[config.mk]
export PLATFORM = sky130hd
export DESIGN_NAME = hist_sched
export DESIGN_NICKNAME = d
export VERILOG_FILES = /design/src/rtl/hist_pkg.sv /design/src/rtl/hist_skid.sv /design/src/rtl/hist_sched.sv
export SDC_FILE = /design/constraint.sdc
export NUM_CORES = 1
export LEC_CHECK = 0
export CORE_ASPECT_RATIO = 1.4
export CORE_MARGIN = 4
export CORE_UTILIZATION = 43
export DETAILED_ROUTE_END_ITERATION = 8
export PLACE_DENSITY_LB_ADDON = 0.15
export SYNTH_ARGS = -nofsm -noshare
export SYNTH_HDL_FRONTEND = slang
export SYNTH_SLANG_ARGS = --single-unit
[constraint.sdc]
create_clock -name clk_i -period 2 [get_ports clk_i]
set_input_delay 0.4 -clock clk_i [delete_from_list [all_inputs] [get_ports clk_i]]
set_output_delay 0.4 -clock clk_i [all_outputs]
set_load 0.1 [all_outputs]
[src/rtl/hist_pkg.sv]
// Shared constants and FSM encoding for the frame histogram scheduler.
// Optional cycle counter is enabled with HIST_SCHED_PERF_EN (see hist_sched).
package hist_pkg;

  localparam int unsigned PIXELS = 32'd76800;
  localparam int unsigned BINS   = 32'd256;
  localparam int unsigned CNT_W  = 32'd24;
  localparam int unsigned ADDR_W = 32'd17;

  // Unstalled frame length is PIXELS + 2*BINS + 4 cycles: CLEAR, FLUSH and DONE take
  // one cycle each, FEED takes PIXELS, DRAIN takes two cycles per bin plus one.
  localparam int unsigned PERF_OVERHEAD = 32'd2 * BINS + 32'd4;

  typedef enum logic [2:0] {
    IDLE  = 3'd0,
    CLEAR = 3'd1,
    FEED  = 3'd2,
    FLUSH = 3'd3,
    DRAIN = 3'd4,
    DONE  = 3'd5
  } state_t;

endpackage

[src/rtl/hist_skid.sv]
// One-entry pixel holding stage: offers the pixel returning from memory at once and
// keeps it when the engine stalls, so unstalled feeding runs at one pixel per cycle.
module hist_skid (
  input  logic       clk,
  input  logic       rst_n,
  input  logic       in_valid,
  input  logic [7:0] in_data,
  input  logic       ready,
  output logic       valid,
  output logic [7:0] data,
  output logic       accept
);

  logic       hold_valid_r;
  logic [7:0] hold_data_r;

  // Held pixel has priority; otherwise the pixel returning this cycle is offered.
  always_comb begin
    valid = hold_valid_r | in_valid;
    if (hold_valid_r) begin
      data = hold_data_r;
    end else if (in_valid) begin
      data = in_data;
    end else begin
      data = 8'd0;
    end
    accept = valid & ready;
  end

  // Capture a returning pixel the engine refused; release the held one on acceptance.
  always_ff @(posedge clk or negedge rst_n) begin
    if (!rst_n) begin
      hold_valid_r <= 1'b0;
      hold_data_r  <= 8'd0;
    end else if (hold_valid_r) begin
      if (ready) begin
        hold_valid_r <= 1'b0;
      end
    end else if (in_valid && !ready) begin
      hold_valid_r <= 1'b1;
      hold_data_r  <= in_data;
    end
  end

endmodule

[src/rtl/hist_sched.sv]
// Frame histogram scheduler: clears the engine, streams one frame of pixels into it,
// then drains every bin as {index, count}. HIST_SCHED_PERF_EN adds perf_cycles_o.
module hist_sched #(
  parameter int unsigned PIXELS = hist_pkg::PIXELS,
  parameter int unsigned BINS   = hist_pkg::BINS,
  parameter int unsigned CNT_W  = hist_pkg::CNT_W
) (
  input  logic                        clk_i,
  input  logic                        rst_i,
  input  logic                        start_i,
  output logic                        mem_rd_o,
  output logic [hist_pkg::ADDR_W-1:0] mem_addr_o,
  input  logic [7:0]                  mem_data_i,
  output logic                        eng_clr_o,
  output logic                        eng_valid_o,
  output logic [7:0]                  eng_pix_o,
  input  logic                        eng_ready_i,
  output logic                        bin_rd_o,
  output logic [7:0]                  bin_addr_o,
  input  logic [CNT_W-1:0]            bin_data_i,
  output logic                        out_valid_o,
  output logic [8+CNT_W-1:0]          out_data_o,
  input  logic                        out_ready_i,
  output logic                        busy_o,
  output logic                        done_o
`ifdef HIST_SCHED_PERF_EN
  ,
  output logic [31:0]                 perf_cycles_o
`endif
);
  import hist_pkg::*;

  localparam logic [ADDR_W-1:0] ADDR_LAST = ADDR_W'(PIXELS - 32'd1);
  localparam logic [7:0]        BIN_LAST  = 8'(BINS - 32'd1);

  state_t             state_r;
  logic [ADDR_W-1:0]  addr_r;
  logic               rd_pend_r;
  logic [7:0]         bin_r;
  logic [7:0]         rd_idx_r;
  logic               bins_issued_r;
  logic               bin_pend_r;
  logic               out_valid_r;
  logic [8+CNT_W-1:0] out_data_r;
  logic               busy_r;
  logic               clr_r;
  logic               done_r;
  logic               eng_valid_s;
  logic [7:0]         eng_pix_s;
  logic               accept_s;
  logic               mem_rd_s;
  logic               bin_rd_s;
  logic               last_word_s;

  hist_skid u_skid (
    .clk      (clk_i),
    .rst_n    (rst_i),
    .in_valid (rd_pend_r),
    .in_data  (mem_data_i),
    .ready    (eng_ready_i),
    .valid    (eng_valid_s),
    .data     (eng_pix_s),
    .accept   (accept_s)
  );

  // A new read only when nothing is offered or the offered item leaves this cycle.
  always_comb begin
    if (state_r == FEED) begin
      mem_rd_s = !eng_valid_s || accept_s;
    end else begin
      mem_rd_s = 1'b0;
    end
    if (state_r == DRAIN) begin
      bin_rd_s = !bins_issued_r && !bin_pend_r && (!out_valid_r || out_ready_i);
    end else begin
      bin_rd_s = 1'b0;
    end
    last_word_s = out_valid_r && out_ready_i && (out_data_r[8+CNT_W-1 -: 8] == BIN_LAST);
  end

  // Phase sequencing, address/bin counters and the result word register.
  always_ff @(posedge clk_i or negedge rst_i) begin
    if (!rst_i) begin
      state_r       <= IDLE;
      addr_r        <= '0;
      rd_pend_r     <= 1'b0;
      bin_r         <= 8'd0;
      rd_idx_r      <= 8'd0;
      bins_issued_r <= 1'b0;
      bin_pend_r    <= 1'b0;
      out_valid_r   <= 1'b0;
      out_data_r    <= '0;
      busy_r        <= 1'b0;
      clr_r         <= 1'b0;
      done_r        <= 1'b0;
    end else begin
      rd_pend_r  <= mem_rd_s;
      bin_pend_r <= bin_rd_s;
      clr_r      <= 1'b0;
      done_r     <= 1'b0;
      if (bin_rd_s) begin
        rd_idx_r <= bin_r;
      end
      if (bin_pend_r) begin
        out_valid_r <= 1'b1;
        out_data_r  <= {rd_idx_r, bin_data_i};
      end else if (out_valid_r && out_ready_i) begin
        out_valid_r <= 1'b0;
      end
      case (state_r)
        IDLE: begin
          if (start_i) begin
            state_r       <= CLEAR;
            clr_r         <= 1'b1;
            busy_r        <= 1'b1;
            addr_r        <= '0;
            bin_r         <= 8'd0;
            bins_issued_r <= 1'b0;
          end
        end
        CLEAR: state_r <= FEED;
        FEED: begin
          if (mem_rd_s) begin
            if (addr_r == ADDR_LAST) begin
              state_r <= FLUSH;
            end else begin
              addr_r <= addr_r + ADDR_W'(1'b1);
            end
          end
        end
        FLUSH: begin
          if (accept_s) begin
            state_r <= DRAIN;
          end
        end
        DRAIN: begin
          if (bin_rd_s) begin
            if (bin_r == BIN_LAST) begin
              bins_issued_r <= 1'b1;
            end else begin
              bin_r <= bin_r + 8'd1;
            end
          end
          if (last_word_s) begin
            state_r <= DONE;
            done_r  <= 1'b1;
          end
        end
        DONE: begin
          state_r <= IDLE;
          busy_r  <= 1'b0;
        end
        default: begin
          state_r <= IDLE;
          busy_r  <= 1'b0;
        end
      endcase
    end
  end

  assign mem_rd_o    = mem_rd_s;
  assign mem_addr_o  = addr_r;
  assign eng_clr_o   = clr_r;
  assign eng_valid_o = eng_valid_s;
  assign eng_pix_o   = eng_pix_s;
  assign bin_rd_o    = bin_rd_s;
  assign bin_addr_o  = bin_r;
  assign out_valid_o = out_valid_r;
  assign out_data_o  = out_data_r;
  assign busy_o      = busy_r;
  assign done_o      = done_r;

`ifdef HIST_SCHED_PERF_EN
  logic [31:0] perf_r;

  // Frame cycle counter: zeroed as a frame starts, counts CLEAR..DONE, sticks at all-ones.
  always_ff @(posedge clk_i or negedge rst_i) begin
    if (!rst_i) begin
      perf_r <= 32'd0;
    end else if (state_r == IDLE) begin
      if (start_i) begin
        perf_r <= 32'd0;
      end
    end else if (perf_r != 32'hFFFF_FFFF) begin
      perf_r <= perf_r + 32'd1;
    end
  end

  assign perf_cycles_o = perf_r;
`endif

endmodule

# ---- Word level (Yosys, flattened, before mapping)
# Cells that the tools add are included.
dict set report totals {
  reg_bits 84
  latch_bits 0
  ram_bits 0
  mem_bits_ro 0
  inputBits 37
  memories 0
}
dict set report classes {
  add_sub_neg 2
  mul 0
  n_div 0
  n_lt_le_gt_ge 0
  eq_ne 16
  shifts 0
  mux 33
  bitwise 4
  reduce_logical 23
}
# operator n
set op_table {}
lappend op_table {{17-bit 2-to-1 mux} 3}
lappend op_table {{8-bit 2-to-1 mux} 5}
lappend op_table {{17-bit one-hot mux with 2 select lines} 1}
lappend op_table {{17-bit by 1-bit adder with 17-bit output (second input constant)} 1}
lappend op_table {{17-bit equality test (second input constant)} 1}
lappend op_table {{8-bit equality test (second input constant)} 2}
lappend op_table {{8-bit one-hot mux with 2 select lines} 1}
lappend op_table {{1-bit 2-to-1 mux} 15}
lappend op_table {{3-bit 2-to-1 mux} 5}
lappend op_table {{3-bit one-hot mux with 5 select lines} 1}
lappend op_table {{2-bit != test (second input constant)} 7}
lappend op_table {{4-bit AND reduction} 3}
lappend op_table {{8-bit by 1-bit adder with 8-bit output (second input constant)} 1}
lappend op_table {{3-bit by 2-bit equality test with 1-bit output (second input constant)} 2}
lappend op_table {{2-bit nonzero test} 3}
lappend op_table {{1-bit logical AND} 5}
lappend op_table {{1-bit logical NOT} 5}
lappend op_table {{5-bit AND reduction} 1}
lappend op_table {{2-bit by 1-bit != test with 1-bit output (second input constant)} 2}
lappend op_table {{1-bit one-hot mux with 2 select lines} 2}
lappend op_table {{2-bit AND reduction} 2}
lappend op_table {{4-bit OR reduction} 1}
lappend op_table {{3-bit by 1-bit equality test with 1-bit output (second input constant)} 1}
lappend op_table {{3-bit equality test (second input constant)} 1}
lappend op_table {{5 further kinds} 7}

# ---- Longest topological paths before layout
# Gate-level depths: netlist (run 1).
dict set report depth {
  word_depth 6
  mapped_depth 8
  ltp_nobuf 5
}

# ---- Hierarchy
# Synthesis (run 1) repeated with hierarchy kept, for this count alone.
dict set report hier_totals {
  cells_unflattened 314
  hier_area_um2 3714.8
}
# mod instances cells_per_inst area_per_inst_um2
set by_module_without_submodules {}
lappend by_module_without_submodules {hist_sched 1 279 3274.4}
lappend by_module_without_submodules {hist_skid 1 35 440.4}

# ---- Worst setup path after synthesis (run 1)
# No wires, ideal clock.
dict set report synth_path {
  path_type {register to output}
  startpoint {register u_skid.hold_valid_r}
  endpoint {output port eng_pix_o[5]}
  arrival_ns 2.707
  required_time_ns 1.600
  path_slack_ns -1.107
  stages_incl_launch_ff 3
  cell_sequence {dfrtp_1 -> clkbuf_1 -> o21ai_0}
}
dict set report synth_between {
  elab_chain_len 1
}
# item line
set synth_rtl {}
lappend synth_rtl {{start: declaration} hist_skid.sv:14} ;# logic hold_valid_r;
lappend synth_rtl {{start signal: assignment} hist_skid.sv:33} ;# hold_valid_r <= 1'b0;
lappend synth_rtl {{start signal: assignment} hist_skid.sv:37} ;# hold_valid_r <= 1'b0;
lappend synth_rtl {{start signal: assignment} hist_skid.sv:40} ;# hold_valid_r <= 1'b1;
lappend synth_rtl {{8-bit 2-to-1 mux} hist_skid.sv:20} ;# if (hold_valid_r) begin
lappend synth_rtl {{end: declaration} hist_sched.sv:16} ;# output logic [7:0] eng_pix_o,
# No other way between the ends.

# ---- Worst setup path in the final report (run 1)
dict set report layout_path {
  startpoint {register state_r[0]}
  endpoint {output port bin_rd_o}
}
dict set report layout_between {
  elab_chain_len 2
}
# item line
set layout_rtl {}
lappend layout_rtl {{start: declaration} hist_sched.sv:36} ;# state_t state_r;
lappend layout_rtl {{start signal: assignment} hist_sched.sv:84} ;# state_r <= IDLE;
lappend layout_rtl {{start signal: assignment} hist_sched.sv:113} ;# state_r <= CLEAR;
lappend layout_rtl {{start signal: assignment} hist_sched.sv:121} ;# CLEAR: state_r <= FEED;
lappend layout_rtl {{3-bit equality test} hist_sched.sv:73} ;# if (state_r == DRAIN) begin
lappend layout_rtl {{1-bit 2-to-1 mux} hist_sched.sv:73}
lappend layout_rtl {{end: declaration} hist_sched.sv:18} ;# output logic bin_rd_o,
# No other way between the ends.

==> reports/qor.yml, run 1 <==
logic_synthesis:
  synthXorXnorAreaFrac: 0
  synth.mux.area_fraction: 0.1423
  synth.ff_latch_count: 84
  yosysUniqueCellTypes: 54
  syn-instance-count: 341
  yosys_most_used_dff: "dfrtp_1"
  synth_nets: 380
  synth_edf_count: 0
  synth_seq_area_share: 0.5337
  netlist_area_um2: 3939
  synth_top_family_by_area: "simple AND/OR/NAND/NOR gates"
  compound_gate_fraction_of_synth_area: 0.1179
  yosys_warnings: 0
  post_synth_fa_ha_maj_area_fraction: 0.006353
  synth-simple-area-share: 0.1658
  syn_avg_cell_area_um2: 11.55
  async_flop_share: 1.000
floorplan:
  area_of_the_die_um2: 10780
  coreArea_um2: 8977
  fp.dieH_um: 121.2
  rows: 41
  io_pins: 109
  die-width_um: 88.89
  floorplan.initialDensity: 0.4387
detailed_routing:
  route.final.wire_length_mm: 9.913
  detailroute.via_count: 3246
  average_wire_per_cell_in_the_routed_design_um: 16.74
  drt_iter0_drc: 206
  number_of_design_rule_violations_left_after_detail_routing: 0
  detail-route-antenna-nets: 0
  first_pass_iters: 4
  avgViaCountPerCell: 5.483
flow_run:
  max_cap_violations: 0
global_route:
  grt_pass1_wl_mm: 16.35
  grt_max_degree: 49
  grt_antenna_before_repair: 0
  grt.overflow.total: 0
  gr-usage-all-layers: 0.1936
  grt_pass1_vias: 3364
placed_design:
  gp_congestion: 0.9136
  place.detailed.hpwl_mm: 7.395
  place_ws_ns: -0.08395
  placedInstanceArea_um2: 5603
  buffer_ports.inserted: 108
worst_setup_path:
  endpoint_kind: "output pin"
  crit_slowest_cell: "or3b_4"
  critical_path.startpoint_type: "register"
  rrSetupSlack_ns: -0.02
  rr_worst_depth: 4
  r2r_start: "mem_addr_o[12]$_DFFE_PN0P_"
  crit_arrival_ns: 1.63
  timing.critical_path.required_ns: 1.60
  cp_slowest_stage_delay_ns: 0.43
  critical_path_peak_fanout: 2
  crit-reg2reg-capture: "state_r[0]$_DFFE_PN0P_"
  worst-setup-path-type: "reg -> out"
  cp_cell_sequence: "or3b_4 -> nor4_4 -> buf_4 -> buf_12"
cells_and_area:
  finalInstanceArea_um2: 5918
  fin_nets: 519
  multiInputGateArea_um2: 1765
  seqCellArea_um2: 2160
  most_common_cell_after_layout_fill_and_taps_aside: "buf_4"
  finalCoreUtilization: 0.6592
  syn2layout_area_growth_pct: 50.25
  n_antenna_cell: 0
  final_cell_mix: "buf_4, dfrtp_1, mux2_2, clkdlybuf4s50_1, buf_12"
  post_route_cells_drive_above_1_share: 0.4557
  layout.filler_cells: 700
clocking:
  ctsHtreeMaxLevel: 3
  tritoncts: "yes"
  cts_max_path_buffers: 2
  clock_sink_count: 84
  cts.hold.buffers_added: 0
  clk_pin_slew_ns: 0.06
  clkLatencyLatePin_ns: 0.33
  cts_inserted_buffers: 9
  clk_tree_root_cell: "clkbuf_16"
timing:
  grt_setup_unrepaired: "true"
  hold_violations: 0
  final.min_clock_period_ns: 2.034
  final_critical_path_setup_slack_ns: -0.03446
  final.setup_skew_ns: 0.006721
  number_of_setup_violations_in_the_final_report: 3
  maxSlewViolCount: 0
  post-route-period-util: 1.017
  slew_headroom: 0.5784
  worstMarginPinSlew_ns: 0.6324
  fmax_mhz: 491.5
outcome:
  violations_in_the_final_reports: "negative setup slack"
  outcome: "finished, violations left"
min_path:
  timing.hold.worst.class: "in -> async"
## flip-flops by register name (all words and copies together), names as in the netlist
| register | flops |
|---|---|
| out_data_o | 32 |
| bins_issued_r | 1 |
| eng_clr_o | 1 |
| bin_pend_r | 1 |
| u_skid.hold_data_r | 8 |
| rd_idx_r | 8 |
| bin_addr_o | 8 |
| busy_o | 1 |
| u_skid.hold_valid_r | 1 |
| done_o | 1 |
| out_valid_o | 1 |
| rd_pend_r | 1 |
| mem_addr_o | 17 |
| state_r | 3 |
## per-stage QoR
| step | hold slack, ns | instances | setup TNS, ns |
|---|---|---|---|
| global placement | 0.4626 | 575 | -0.1476 |
| finish | 0.08938 | 592 | -0.06293 |
| detailed placement | 0.4685 | 575 | -0.3507 |
| global route | 0.1374 | 592 | -0.3429 |
| floorplan | 0.1044 | 341 | -1.395 |
| CTS | 0.1123 | 592 | -0.07622 |
## synthesized netlist by cell type (all sizes together) (2+ instances only)
cell type / count / area share
a211o: 2 / 0.0044
a21boi: 3 / 0.0057
a21oi: 9 / 0.011
a22o: 8 / 0.018
a2bb2oi: 3 / 0.0067
a31o: 2 / 0.0044
a31oi: 17 / 0.027
and2: 2 / 0.0032
and3: 5 / 0.0079
buf: 11 / 0.016
clkbuf: 9 / 0.0086
dfrtp: 84 / 0.53
ha: 2 / 0.0064
inv: 10 / 0.0095
mux2: 48 / 0.14
mux2i: 2 / 0.0051
nand2: 25 / 0.024
nand2b: 6 / 0.0095
nand3: 13 / 0.017
nand3b: 2 / 0.0038
nand4: 9 / 0.014
nor2: 11 / 0.010
nor2b: 4 / 0.0064
nor3: 10 / 0.013
nor3b: 2 / 0.0064
nor4: 6 / 0.017
nor4b: 2 / 0.0060
o211ai: 3 / 0.0057
o21ai: 5 / 0.0073
o31ai: 4 / 0.0076
or2: 2 / 0.0032
or3: 2 / 0.0032
or4: 5 / 0.011
or4b: 2 / 0.0060
## worst max-delay path: cells and delay by family, from the launching register on
family	cells	cell delay, ns
AND/OR/NAND/NOR	2	0.59
flip-flops	1	0.38
buffers and inverters	2	0.34
## repair_timing
item	4_1_cts	5_1_grt
gates resized for setup	3	4
endpoints found under the setup margin	5	9
pin swaps	1	4
buffers inserted	1	0
## cells by family after synthesis
family,after synthesis
simple gates,110
flops,84
compound gates,65
mux,50
buf+inv,30
fa+ha+maj,2
## per-layer routing
metal,share of wire,up-vias,track usage
met2,0.54,85,0.3271
met4,0.018,0,0.08979
met5,0,-,0
met1,0.40,1602,0.2376
li1,-,1542,-
met3,0.051,17,0.02989
## layout make-up
type	instances	area share
Clock buffer	13	0.04397
Sequential cell	84	0.3649
Timing Repair Buffer	148	0.2603
Tap cell	107	0.02262
Clock inverter	3	0.003594
Multi-Input combinational cell	227	0.2983
Inverter	10	0.006342
## how the worst max path moves through the flow
| stage | start | end | cells past startpoint |
|---|---|---|---|
| after floorplan | mem_addr_o[12]$_DFFE_PN0P_ | mem_addr_o[6]$_DFFE_PN0P_ | 5 |
| after global placement | eng_ready_i | mem_addr_o[7]$_DFFE_PN0P_ | 6 |
| after detailed placement | eng_ready_i | mem_addr_o[7]$_DFFE_PN0P_ | 6 |
| after CTS | state_r[0]$_DFFE_PN0P_ | bin_rd_o | 4 |
| after global routing | state_r[0]$_DFFE_PN0P_ | bin_rd_o | 4 |
| final | state_r[0]$_DFFE_PN0P_ | bin_rd_o | 4 |
Power of run 1 is left out: the tool's default activity adds up to more than one toggle a clock period on the data nets, which glitch-free logic cannot reach.
==> run 2: changes to the inputs <==
--- a/constraint.sdc
+++ b/constraint.sdc
@@ -3,2 +3,2 @@
 set_output_delay 0.4 -clock clk_i [all_outputs]
-set_load 0.1 [all_outputs]
+set_load 0.01 [all_outputs]
==> reports/qor.yml, run 2 (synthesis gave the netlist of run 1 again) <==
outcome:
  outcome: "finished, final reports clean"  # was finished, violations left
power:
  cell_pwr_density_nw_per_um2: 1263
  power_mw: 7.188
  power.ir.vdd_worst_uv: 753.8
  leakage_power_nw: 2.502
detailed_routing:
  first_pass_iters: 4  # unchanged
  number_of_design_rule_violations_left_after_detail_routing: 0  # unchanged
  avgViaCountPerCell: 5.531  # was 5.483
  detail-route-antenna-nets: 0  # unchanged
  average_wire_per_cell_in_the_routed_design_um: 16.48  # was 16.74 um
  route.final.wire_length_mm: 9.841  # was 9.913 mm
  detailroute.via_count: 3302  # was 3,246
  drt_iter0_drc: 148  # was 206
clocking:
  cts.hold.buffers_added: 0  # unchanged
  clk_tree_root_cell: "clkbuf_16"  # unchanged
  tritoncts: "yes"  # unchanged
  clock_sink_count: 84  # unchanged
  clk_pin_slew_ns: 0.06  # about the same
  clkLatencyLatePin_ns: 0.33  # about the same
  cts_max_path_buffers: 2  # unchanged
  ctsHtreeMaxLevel: 3  # unchanged
  cts_inserted_buffers: 9  # unchanged
placed_design:
  gp_congestion: 0.9161  # was 0.9136
  buffer_ports.inserted: 108  # unchanged
  place.detailed.hpwl_mm: 7.249  # was 7.395 mm
  place_ws_ns: -0.1994  # was -0.08395 ns
worst_setup_path:
  rrSetupSlack_ns: 0.03  # was -0.02 ns
  critical_path.startpoint_type: "register"  # unchanged
  cp_slowest_stage_delay_ns: 0.58  # was 0.43 ns
  cp_cell_sequence: "or4b_4 -> or4_4 -> a31o_1 -> o311a_1"  # was or3b_4 -> nor4_4 -> buf_4 -> buf_12
  cp_top_family: "simple AND/OR/NAND/NOR gates"  # unchanged
  crit_arrival_ns: 2.18  # was 1.63 ns
  crit-reg2reg-capture: "mem_addr_o[6]$_DFFE_PN0P_"  # was state_r[0]$_DFFE_PN0P_
  timing.critical_path.required_ns: 2.21  # was 1.60 ns
  crit_slowest_cell: "or4b_4"  # was or3b_4
  crit_buf_inv: 0  # was 2
  worst-setup-path-type: "reg -> reg"  # was reg -> out
  r2r_start: "mem_addr_o[15]$_DFFE_PN0P_"  # was mem_addr_o[12]$_DFFE_PN0P_
  rr_worst_depth: 4  # unchanged
  endpoint_kind: "register"  # was output pin
  critical_path_peak_fanout: 10  # was 2
global_route:
  grt_max_degree: 36  # was 49
  grt_pass1_wl_mm: 16.39  # was 16.35 mm
  grt_antenna_before_repair: 0  # unchanged
  grt.overflow.total: 0  # unchanged
  gr-usage-all-layers: 0.1951  # was 0.1936
  grt_pass1_vias: 3381  # was 3,364
cells_and_area:
  most_common_cell_after_layout_fill_and_taps_aside: "clkdlybuf4s50_1"  # was buf_4
  largest_register_ffs: 32  # unchanged
  syn2layout_area_growth_pct: 44.44  # was 50.25%
  post_route_cells_drive_above_1_share: 0.2796  # was 0.4557
  n_antenna_cell: 0  # unchanged
  layout.filler_cells: 718  # was 700
  finalCoreUtilization: 0.6337  # was 0.6592
  fin_nets: 524  # was 519
  final_cell_mix: "clkdlybuf4s50_1, dfrtp_1, mux2_2, buf_4, nand2_1"  # was buf_4, dfrtp_1, mux2_2, clkdlybuf4s50_1, buf_12
floorplan:
  coreArea_um2: 8977  # unchanged
  io_pins: 109  # unchanged
  floorplan.initialDensity: 0.4387  # unchanged
  area_of_the_die_um2: 10780  # unchanged
  rows: 41  # unchanged
  fp.dieH_um: 121.2  # unchanged
  die-width_um: 88.89  # unchanged
timing:
  post-route-period-util: 0.9853  # was 1.017
  grt_setup_unrepaired: "true"  # unchanged
  worst_hold_slack_ns: 0.03036  # was 0.08938 ns
  worstMarginPinSlew_ns: 0.4828  # was 0.6324 ns
  slew_headroom: 0.6781  # was 0.5784
  maxSlewViolCount: 0  # unchanged
  accumulated_negative_setup_slack_ns: 0  # was -0.06293 ns
  fmax_mhz: 507.5  # was 491.5 MHz
  final_critical_path_setup_slack_ns: 0.02942  # was -0.03446 ns
  final.min_clock_period_ns: 1.971  # was 2.034 ns
  final.setup_skew_ns: 0.006954  # was 0.006721 ns
  number_of_setup_violations_in_the_final_report: 0  # was 3
  hold_violations: 0  # unchanged
min_path:
  timing.hold.worst.class: "in -> async"  # unchanged
flow_run:
  max_cap_violations: 0  # unchanged
run 2: changes by cell type in the layout (fill, tap and decap cells not counted), moves of 2 or more:
cell	change
dlygate4sd2_1	+3
clkbuf_2	+7
buf_12	-25
buf_4	-42
a31oi_2	-2
dfrtp_2	-10
dfrtp_4	-11
mux2_2	+3
dfrtp_1	+21
clkdlybuf4s50_1	+61
a31oi_1	+2
mux2_4	-3
run 2: how the worst max path moves through the flow:
| stage | start | end | depth (start not counted) |
|---|---|---|---|
| 5_1_grt | mem_addr_o[15]$_DFFE_PN0P_ | mem_addr_o[6]$_DFFE_PN0P_ | 4 |
| 2_1_floorplan | mem_addr_o[2]$_DFFE_PN0P_ | mem_addr_o[6]$_DFFE_PN0P_ | 6 |
| 6_report | mem_addr_o[15]$_DFFE_PN0P_ | mem_addr_o[6]$_DFFE_PN0P_ | 4 |
| 4_1_cts | rd_pend_r$_DFF_PN0_ | eng_pix_o[2] | 5 |
| 3_5_place_dp | eng_ready_i | mem_rd_o | 5 |
| 3_3_place_gp | eng_ready_i | mem_rd_o | 5 |
run 2: final cells by class:
cell class	count	area (um2)	share of cell area
repair buffers	153	1401	0.2463
multi-input cells	227	1720	0.3024
clock buffers	13	270.3	0.04750
flip-flops and latches	84	2106	0.3701
well taps	107	133.9	0.02353
inverters	10	37.54	0.006598
clock inverters	3	20.02	0.003519
run 2: repair_timing:
| item | in CTS | in global routing |
|---|---|---|
| setup endpoints to repair | 11 | 12 |
| pin swaps | 0 | 1 |
| gates resized for setup | 18 | 16 |
| setup buffers | 3 | 0 |
run 2: per-layer routing:
| layer | global-route usage | routed length, um | vias to the layer above |
|---|---|---|---|
| met5 | 0 | 0 | - |
| met4 | 0.09452 | 357 | 0 |
| met3 | 0.04552 | 570 | 32 |
| met2 | 0.3104 | 4910 | 108 |
| met1 | 0.2460 | 4002 | 1606 |
| li1 | - | - | 1556 |
run 2: report_power, final:
| part | internal [mW] | switching, mW | leakage, nW | total, mW |
|---|---|---|---|---|
| clock network | 0.941 | 0.650 | 0.138 | 1.59 |
| registers | 2.23 | 0.338 | 1.07 | 2.57 |
| logic | 1.69 | 1.34 | 1.29 | 3.03 |
| total | 4.86 | 2.32 | 2.50 | 7.19 |
run 2: through the flow:
stage,area [um2],instances
after global placement,5400,578
after global routing,5689,597
after detailed placement,5400,578
after floorplan,3946,341
after CTS,5704,597
final,5689,597
Power figures use the tool's default switching activity.
==> run 3: changes to the inputs <==
ABC_AREA = 0   (was default)
==> results of run 3 <==
No change in the layout: final DEF, timing and power equal those of run 2.
